[src/rtl/apb_bridge_pkg.sv]
// Shared types and constants for the core-to-APB bridge: FSM states, default
// bridge base, slave-index width helper and the peripheral map.
package apb_bridge_pkg;

    typedef enum logic [1:0] {
        IDLE   = 2'd0,
        SETUP  = 2'd1,
        ACCESS = 2'd2,
        RESP   = 2'd3
    } state_e;

    localparam logic [31:0] DEFAULT_BASE_ADDR = 32'h0200_0000;

    // CLINT sits in the first window; siblings follow in 4 KB steps.
    localparam int unsigned CLINT_IDX  = 0;
    localparam logic [31:0] CLINT_BASE = 32'h0200_0000;
    localparam logic [31:0] SLV_STRIDE = 32'h0000_1000;

    function automatic int unsigned clog2(input int unsigned n);
        int unsigned r;
        r = 0;
        while ((32'd1 << r) < n) begin
            r++;
        end
        return r;
    endfunction

    function automatic logic [31:0] slv_base(input int unsigned idx);
        return CLINT_BASE + SLV_STRIDE * (idx - CLINT_IDX);
    endfunction

endpackage

[src/rtl/apb_bridge_if.sv]
// Bundles the core request/response port and the APB bus of the bridge.
// The slave modport is the bridge's view; master is the core plus peripherals.
interface apb_bridge_if #(
    parameter int unsigned APB_ADDR_WIDTH = 12,
    parameter int unsigned NUM_SLV        = 4
);
    logic                      req_i;
    logic                      gnt_o;
    logic                      we_i;
    logic [31:0]               addr_i;
    logic [31:0]               wdata_i;
    logic                      rvalid_o;
    logic [31:0]               rdata_o;
    logic                      err_o;

    logic [APB_ADDR_WIDTH-1:0] PADDR;
    logic [31:0]               PWDATA;
    logic                      PWRITE;
    logic [NUM_SLV-1:0]        PSEL;
    logic                      PENABLE;
    logic [NUM_SLV*32-1:0]     PRDATA;
    logic [NUM_SLV-1:0]        PREADY;
    logic [NUM_SLV-1:0]        PSLVERR;

    modport slave (
        input  req_i, we_i, addr_i, wdata_i, PRDATA, PREADY, PSLVERR,
        output gnt_o, rvalid_o, rdata_o, err_o,
        output PADDR, PWDATA, PWRITE, PSEL, PENABLE
    );

    modport master (
        output req_i, we_i, addr_i, wdata_i, PRDATA, PREADY, PSLVERR,
        input  gnt_o, rvalid_o, rdata_o, err_o,
        input  PADDR, PWDATA, PWRITE, PSEL, PENABLE
    );

endinterface

[src/rtl/apb_addr_decoder.sv]
// Combinational address decode: hit on the bridge region, slave index and
// the matching one-hot select (all zero on a miss).
module apb_addr_decoder
    import apb_bridge_pkg::*;
#(
    parameter int unsigned APB_ADDR_WIDTH = 12,
    parameter int unsigned NUM_SLV        = 4,
    parameter logic [31:0] BASE_ADDR      = DEFAULT_BASE_ADDR,
    localparam int unsigned IDX_W         = clog2(NUM_SLV),
    localparam int unsigned IDX_BITS      = (IDX_W == 0) ? 1 : IDX_W
) (
    input  logic [31:0]         addr_i,
    output logic                hit_o,
    output logic [IDX_BITS-1:0] idx_o,
    output logic [NUM_SLV-1:0]  sel_o
);
    localparam int unsigned HI_LSB = IDX_W + APB_ADDR_WIDTH;

    // The in-window offset is irrelevant to the decode.
    logic unused_offset;
    assign unused_offset = ^addr_i[APB_ADDR_WIDTH-1:0];

    assign hit_o = (addr_i[31:HI_LSB] == BASE_ADDR[31:HI_LSB]);

    if (IDX_W == 0) begin : g_single
        assign idx_o = '0;
    end else begin : g_multi
        assign idx_o = addr_i[HI_LSB-1:APB_ADDR_WIDTH];
    end

    assign sel_o = hit_o ? (NUM_SLV'(1) << idx_o) : '0;

endmodule

[src/rtl/apb_bridge.sv]
// Single-master bridge from the core request/grant port to APB: decode,
// SETUP/ACCESS sequencing, wait-state timeout and a one-cycle response strobe.
module apb_bridge
    import apb_bridge_pkg::*;
#(
    parameter int unsigned APB_ADDR_WIDTH = 12,
    parameter int unsigned NUM_SLV        = 4,
    parameter logic [31:0] BASE_ADDR      = DEFAULT_BASE_ADDR,
    parameter int unsigned TIMEOUT_CYCLES = 255,
    localparam int unsigned IDX_W         = clog2(NUM_SLV),
    localparam int unsigned IDX_BITS      = (IDX_W == 0) ? 1 : IDX_W
) (
    input logic         PCLK,
    input logic         PRESETn,
    apb_bridge_if.slave bus
);
    localparam logic [15:0] CNT_LAST = 16'(TIMEOUT_CYCLES - 1);

    state_e                    state_q, state_d;
    logic [15:0]               cnt_q, cnt_d;
    logic [NUM_SLV-1:0]        psel_q, psel_d;
    logic                      penable_q, penable_d;
    logic                      rvalid_q, rvalid_d;
    logic [31:0]               rdata_q, rdata_d;
    logic                      err_q, err_d;
    logic                      pwrite_q;
    logic [APB_ADDR_WIDTH-1:0] paddr_q;
    logic [31:0]               pwdata_q;
    logic [IDX_BITS-1:0]       idx_q;

    logic                      gnt;
    logic                      dec_hit;
    logic [IDX_BITS-1:0]       dec_idx;
    logic [NUM_SLV-1:0]        dec_sel;
    logic [31:0]               prdata_sel;

    apb_addr_decoder #(
        .APB_ADDR_WIDTH (APB_ADDR_WIDTH),
        .NUM_SLV        (NUM_SLV),
        .BASE_ADDR      (BASE_ADDR)
    ) u_dec (
        .addr_i (bus.addr_i),
        .hit_o  (dec_hit),
        .idx_o  (dec_idx),
        .sel_o  (dec_sel)
    );

    assign gnt        = bus.req_i & (state_q == IDLE);
    assign prdata_sel = bus.PRDATA[{idx_q, 5'b0} +: 32];

    always_comb begin
        // NOTE: every always_comb output gets a default first so no path leaves it unassigned (no latch).
        state_d   = state_q;
        cnt_d     = cnt_q;
        rdata_d   = rdata_q;
        err_d     = err_q;
        psel_d    = '0;
        penable_d = 1'b0;

        case (state_q)
            IDLE: begin
                if (bus.req_i) begin
                    if (dec_hit) begin
                        state_d = SETUP;
                    end else begin
                        state_d = RESP;
                        rdata_d = '0;
                        err_d   = 1'b1;
                    end
                end
            end
            SETUP: state_d = ACCESS;
            ACCESS: begin
                if (bus.PREADY[idx_q]) begin
                    state_d = RESP;
                    rdata_d = pwrite_q ? '0 : prdata_sel;
                    err_d   = bus.PSLVERR[idx_q];
                end else if (cnt_q == CNT_LAST) begin
                    state_d = RESP;
                    rdata_d = '0;
                    err_d   = 1'b1;
                end else begin
                    cnt_d = cnt_q + 16'd1;
                end
            end
            RESP: begin
                state_d = IDLE;
                cnt_d   = '0;
            end
            default: state_d = IDLE;
        endcase

        // APB strobes are registered copies of the next state, so they
        // drop on the same edge that leaves ACCESS (including a timeout).
        if (state_d == SETUP) begin
            psel_d = dec_sel;
        end else if (state_d == ACCESS) begin
            psel_d    = psel_q;
            penable_d = 1'b1;
        end
        rvalid_d = (state_d == RESP);
    end

    // NOTE: sequential state uses non-blocking assignments so every register samples pre-edge values.
    always_ff @(posedge PCLK or negedge PRESETn) begin
        if (!PRESETn) begin
            state_q   <= IDLE;
            cnt_q     <= '0;
            psel_q    <= '0;
            penable_q <= 1'b0;
            rvalid_q  <= 1'b0;
            rdata_q   <= '0;
            err_q     <= 1'b0;
        end else begin
            state_q   <= state_d;
            cnt_q     <= cnt_d;
            psel_q    <= psel_d;
            penable_q <= penable_d;
            rvalid_q  <= rvalid_d;
            rdata_q   <= rdata_d;
            err_q     <= err_d;
        end
    end

    // Request fields are captured once at grant and held until the next grant.
    always_ff @(posedge PCLK or negedge PRESETn) begin
        if (!PRESETn) begin
            pwrite_q <= 1'b0;
            paddr_q  <= '0;
            pwdata_q <= '0;
            idx_q    <= '0;
        end else if (gnt) begin
            pwrite_q <= bus.we_i;
            paddr_q  <= bus.addr_i[APB_ADDR_WIDTH-1:0];
            pwdata_q <= bus.wdata_i;
            idx_q    <= dec_idx;
        end
    end

    assign bus.gnt_o    = gnt;
    assign bus.rvalid_o = rvalid_q;
    assign bus.rdata_o  = rdata_q;
    assign bus.err_o    = err_q;
    assign bus.PADDR    = paddr_q;
    assign bus.PWDATA   = pwdata_q;
    assign bus.PWRITE   = pwrite_q;
    assign bus.PSEL     = psel_q;
    assign bus.PENABLE  = penable_q;

endmodule

[src/flat_wrapper.sv]
// flat-port wrapper written by rule: the top's interface ports become plain ports
module apb_bridge_flat import apb_bridge_pkg::*;
#(
    parameter int unsigned APB_ADDR_WIDTH = 12,
    parameter int unsigned NUM_SLV        = 4,
    parameter logic [31:0] BASE_ADDR      = DEFAULT_BASE_ADDR,
    parameter int unsigned TIMEOUT_CYCLES = 255,
    localparam int unsigned IDX_W         = clog2(NUM_SLV),
    localparam int unsigned IDX_BITS      = (IDX_W == 0) ? 1 : IDX_W
)
  (PCLK, PRESETn, bus_req_i, bus_we_i, bus_addr_i, bus_wdata_i, bus_PRDATA, bus_PREADY, bus_PSLVERR, bus_gnt_o, bus_rvalid_o, bus_rdata_o, bus_err_o, bus_PADDR, bus_PWDATA, bus_PWRITE, bus_PSEL, bus_PENABLE);
  apb_bridge_if #(.APB_ADDR_WIDTH(APB_ADDR_WIDTH), .NUM_SLV(NUM_SLV)) bus_i ();
  input logic PCLK;
  input logic PRESETn;
  input wire logic [$bits(bus_i.req_i)-1:0] bus_req_i;
  input wire logic [$bits(bus_i.we_i)-1:0] bus_we_i;
  input wire logic [$bits(bus_i.addr_i)-1:0] bus_addr_i;
  input wire logic [$bits(bus_i.wdata_i)-1:0] bus_wdata_i;
  input wire logic [$bits(bus_i.PRDATA)-1:0] bus_PRDATA;
  input wire logic [$bits(bus_i.PREADY)-1:0] bus_PREADY;
  input wire logic [$bits(bus_i.PSLVERR)-1:0] bus_PSLVERR;
  output wire logic [$bits(bus_i.gnt_o)-1:0] bus_gnt_o;
  output wire logic [$bits(bus_i.rvalid_o)-1:0] bus_rvalid_o;
  output wire logic [$bits(bus_i.rdata_o)-1:0] bus_rdata_o;
  output wire logic [$bits(bus_i.err_o)-1:0] bus_err_o;
  output wire logic [$bits(bus_i.PADDR)-1:0] bus_PADDR;
  output wire logic [$bits(bus_i.PWDATA)-1:0] bus_PWDATA;
  output wire logic [$bits(bus_i.PWRITE)-1:0] bus_PWRITE;
  output wire logic [$bits(bus_i.PSEL)-1:0] bus_PSEL;
  output wire logic [$bits(bus_i.PENABLE)-1:0] bus_PENABLE;
  assign bus_i.req_i = bus_req_i;
  assign bus_i.we_i = bus_we_i;
  assign bus_i.addr_i = bus_addr_i;
  assign bus_i.wdata_i = bus_wdata_i;
  assign bus_i.PRDATA = bus_PRDATA;
  assign bus_i.PREADY = bus_PREADY;
  assign bus_i.PSLVERR = bus_PSLVERR;
  assign bus_gnt_o = bus_i.gnt_o;
  assign bus_rvalid_o = bus_i.rvalid_o;
  assign bus_rdata_o = bus_i.rdata_o;
  assign bus_err_o = bus_i.err_o;
  assign bus_PADDR = bus_i.PADDR;
  assign bus_PWDATA = bus_i.PWDATA;
  assign bus_PWRITE = bus_i.PWRITE;
  assign bus_PSEL = bus_i.PSEL;
  assign bus_PENABLE = bus_i.PENABLE;
  apb_bridge #(.APB_ADDR_WIDTH(APB_ADDR_WIDTH), .NUM_SLV(NUM_SLV), .BASE_ADDR(BASE_ADDR), .TIMEOUT_CYCLES(TIMEOUT_CYCLES)) u_core (.PCLK(PCLK), .PRESETn(PRESETn), .bus(bus_i));
endmodule
[config.mk]
export PLATFORM = sky130hd
export DESIGN_NAME = apb_bridge_flat
export DESIGN_NICKNAME = d
export VERILOG_FILES = /design/src/rtl/apb_bridge_pkg.sv /design/src/rtl/apb_bridge_if.sv /design/src/rtl/apb_addr_decoder.sv /design/src/rtl/apb_bridge.sv /design/src/flat_wrapper.sv
export SDC_FILE = /design/constraint.sdc
export NUM_CORES = 1
export LEC_CHECK = 0
export BUFFER_PORTS_ARGS = -buffer_cell sky130_fd_sc_hd__buf_2
export CORE_AREA = 4 4 111 113
export DETAILED_ROUTE_END_ITERATION = 8
export DIE_AREA = 0 0 115 117
export PLACE_DENSITY = 0.8
export SETUP_SLACK_MARGIN = 0.02
export SLEW_MARGIN = 20
export SYNTH_ARGS = -nofsm -noshare
export SYNTH_HDL_FRONTEND = slang
export SYNTH_SLANG_ARGS = --single-unit
[constraint.sdc]
create_clock -name PCLK -period 3.93 [get_ports PCLK]
set_input_delay 1.179 -clock PCLK [delete_from_list [all_inputs] [get_ports PCLK]]
set_output_delay 1.179 -clock PCLK [all_outputs]
set_load 0.02 [all_outputs]
==> impl_results.md <==
- Finished Core Util: 0.636
- Post-cts hold buffer count: 0
- Final cycle utilization of the critical path: 0.751
- Leak: 3.57 nW
- Class of the worst hold path: reg2reg
- Die ar.: 0.0135 mm^2
- Outcome: completed
- Critical path's slowest cell: and2_2
- Post-synth top flop: dfrtp_1
- Fillcell total: 869
- Vias: 4525
- DR iter-0 viols: 196
- Port Buffers: 288
- P per Cell Area: 794 mW/mm^2
- NetSw: 0.00227 W
- Fin worst setup slack: 0.979 ns
- Most frequent cell after synthesis: dfrtp_1
- Detail Route Antenna Nets: 0
- Clock network power share: 0.192
- CP delay by family, top: buffers and inverters
- Initial antenna violation count: 1
- Core Region: 0.0113 mm^2
- Yosys top cell area share: 0.489
- First-pass GRT wire length: 23.3 mm
- Tightest Pin Transition: 0.910 ns
- Wire per inst: 18.9 um
- Worst slew margin: 0.393
- Critical path endpoint category: output port
- H-tree depth: 3
- Overall Power: 0.00572 W
- Placer Congestion: 0.816
- GRT Util Overall: 0.224
- IO Pins: 289
- Reg power frac: 0.316
- Die Y: 117 um
- FF-to-FF End: u_core.bus.rdata_o[0]
- P_int: 0.00346 W
- Setup TNS: 0 ns
- Clock slew at reported path FFs: 0.07 ns
- Top cells by count, synth: dfrtp_1 (104), mux2_2 (47), mux4_2 (33)
- Post-route DRC: 0
- Crit path cell chain: buf_2 -> and2_2 -> buf_2
- Grt ovf: 0
- Root buffer cell: clkbuf_16
- Post-Place Worst Slack: 0.839 ns
- Setup Buffers After CTS: 0
- Rows: 39
- Synth Cell Area: 0.00532 mm^2
- Die Width: 115 um
- Max cap viols: 0
- Worst-path fanout max: 6
- Share of cells above drive strength 1: 0.599
- Gate power share: 0.493
- Post-Syn Nets: 601
- R2R cell count: 7
- Post-Synthesis Cells: 392
- Final Max Tran Viols: 0
- Syn. warnings: 0
- Number of synthesized flops with an enable pin: 0
- Worst reg2reg path startpoint: u_core.state_q[0]
- FFs w/ async S/R, synth: 1.00
- Max clock buf depth: 2
- CTS tree: built
- VDD IR max: 0.000403 V
- RSZ-0062 raised after global routing: false
- Min-delay src: u_core.bus.rdata_o[4]
- Largest area contributor in the netlist: dfrtp_1
- Slack of the worst reg-to-reg path: 1.24 ns
- Syn avg cell area: 13.6 um^2
- Top cell by count, worst path: buf_2
- CP Data Required Time: 2.75 ns
- Later-pin clock latency in the skew report: 0.34 ns
- Period minus WS final: 2.95 ns
- Worst hold path endpoint: u_core.bus.rdata_o[4]
- DP HPWL: 12.5 mm
- Post_cts resized: 0
- DR pass1 iterations: 4
- Initial Util: 0.470
- Crit path largest cell delay: 0.25 ns
- Area contributors post-synth: dfrtp_1 (49%), mux4_2 (14%), mux2_2 (9.9%)
- Vias in the first global route: 4618
- Fin Clk Skew: 0.00758 ns
- Vias per cell: 5.54
- Min-Delay Path Depth: 1
- Num CTS Buffers: 9
- Clk sinks: 104
- WP buf/inv: 2
- Largest net degree at the start of global routing: 75
- Distinct cells, synth: 52
- Final wirelength: 15.4 mm
- Switch share: 0.396
- Startpoint types: input port
- Synth-to-Final Area Change: 35.4%
- CP Class: in2out
- Final #Nets: 877
- Sequential element share of the synthesized area: 0.489
- #FFs+latches synth: 104
- Fmax achieved: 339 MHz
- WP data arrival: 1.77 ns
- Hold Vio Cnt, Final: 0
- Setup violations, final: 0
## final cells by class
class	count	area, um^2	area share
Timing Repair Buffer	294	1490	0.207
Antenna cell	1	2.50	0.000347
Clock buffer	9	225	0.0313
Multi-Input combinational cell	249	2520	0.350
Clock inverter	7	149	0.0207
Tap cell	143	179	0.0248
Sequential cell	104	2600	0.361
Inverter	10	37.5	0.00521
## worst max-delay path by stage
stage,cells after the start,slack (ns),to,from
finish,3,0.98,bus_gnt_o,bus_req_i
global route,4,0.97,bus_gnt_o,u_core.state_q[0]
CTS,3,0.99,bus_gnt_o,bus_req_i
detailed placement,6,0.84,u_core.bus.rdata_o[1],bus_req_i
global placement,6,0.90,u_core.bus.rdata_o[4],bus_req_i
floorplan,4,0.81,bus_gnt_o,bus_req_i
## through the flow
stage / std cells / cell area (um^2) / hold slack [ns]
after floorplan: 392 / 5320 / 0.460
after global placement: 800 / 6830 / 0.473
after detailed placement: 800 / 6830 / 0.487
after CTS: 816 / 7200 / 0.503
after global routing: 817 / 7210 / 0.520
final: 817 / 7210 / 0.503
## worst reg2reg max path, cell delays in order (launching register included)
cell and delay [ns]:
dfrtp_1 0.46, inv_1 0.11, ha_1 0.31, and2_2 0.30, buf_4 0.52, o31ai_1 0.22, a21o_4 0.38, a22o_1 0.29
## cells by family (layout without fill, tap and decap cells)
| group | after synthesis | after routing | share of synthesized area |
|---|---|---|---|
| other | 0 | 1 | 0 |
| buffers and inverters | 39 | 320 | 0.0374 |
| adders and majority gates | 5 | 5 | 0.0118 |
| muxes | 84 | 84 | 0.251 |
| DFF | 104 | 104 | 0.489 |
| and+or+nand+nor | 72 | 72 | 0.0741 |
| AOI/OAI and AO/OA | 88 | 88 | 0.137 |
## power groups by stage
stage / clock [W] / combinational [W] / sequential, W
floorplan: 0 / 0.00156 / 0.00228
global placement: 0 / 0.00279 / 0.00180
detailed placement: 0 / 0.00286 / 0.00182
CTS: 0.00112 / 0.00285 / 0.00181
global route: 0.00116 / 0.00303 / 0.00186
finish: 0.00110 / 0.00282 / 0.00181
## per-layer routing
metal | wire length [um] | GRT usage | share of wire | vias up
met2 | 8230 | 0.395 | 0.53 | 205
met1 | 5710 | 0.266 | 0.37 | 2201
met4 | 442 | 0.104 | 0.029 | 0
met3 | 1030 | 0.0411 | 0.067 | 30
met5 | 0 | 0 | 0 | -
li1 | - | - | - | 2089
## sequential cells by signal (all words and copies together) (netlist names)
name                 cells
u_core.bus.PADDR        12
u_core.bus.PENABLE       1
u_core.bus.PSEL          4
u_core.bus.PWDATA       32
u_core.bus.PWRITE        1
u_core.bus.err_o         1
u_core.bus.rdata_o      32
u_core.bus.rvalid_o      1
u_core.cnt_q            16
u_core.idx_q             2
u_core.state_q           2
## cells in the final DEF (no fill, tap or decap), types with 6 or more instances in the layout
master	instances
nand3_1	13
mux2_2	47
dfrtp_1	103
buf_4	7
clkbuf_16	9
a22o_1	32
nand2_1	22
o21ai_0	12
buf_2	287
mux4_2	33
inv_1	10
a31oi_1	9
nand4_1	6
Note: power is estimated with default switching activity, not from simulation.
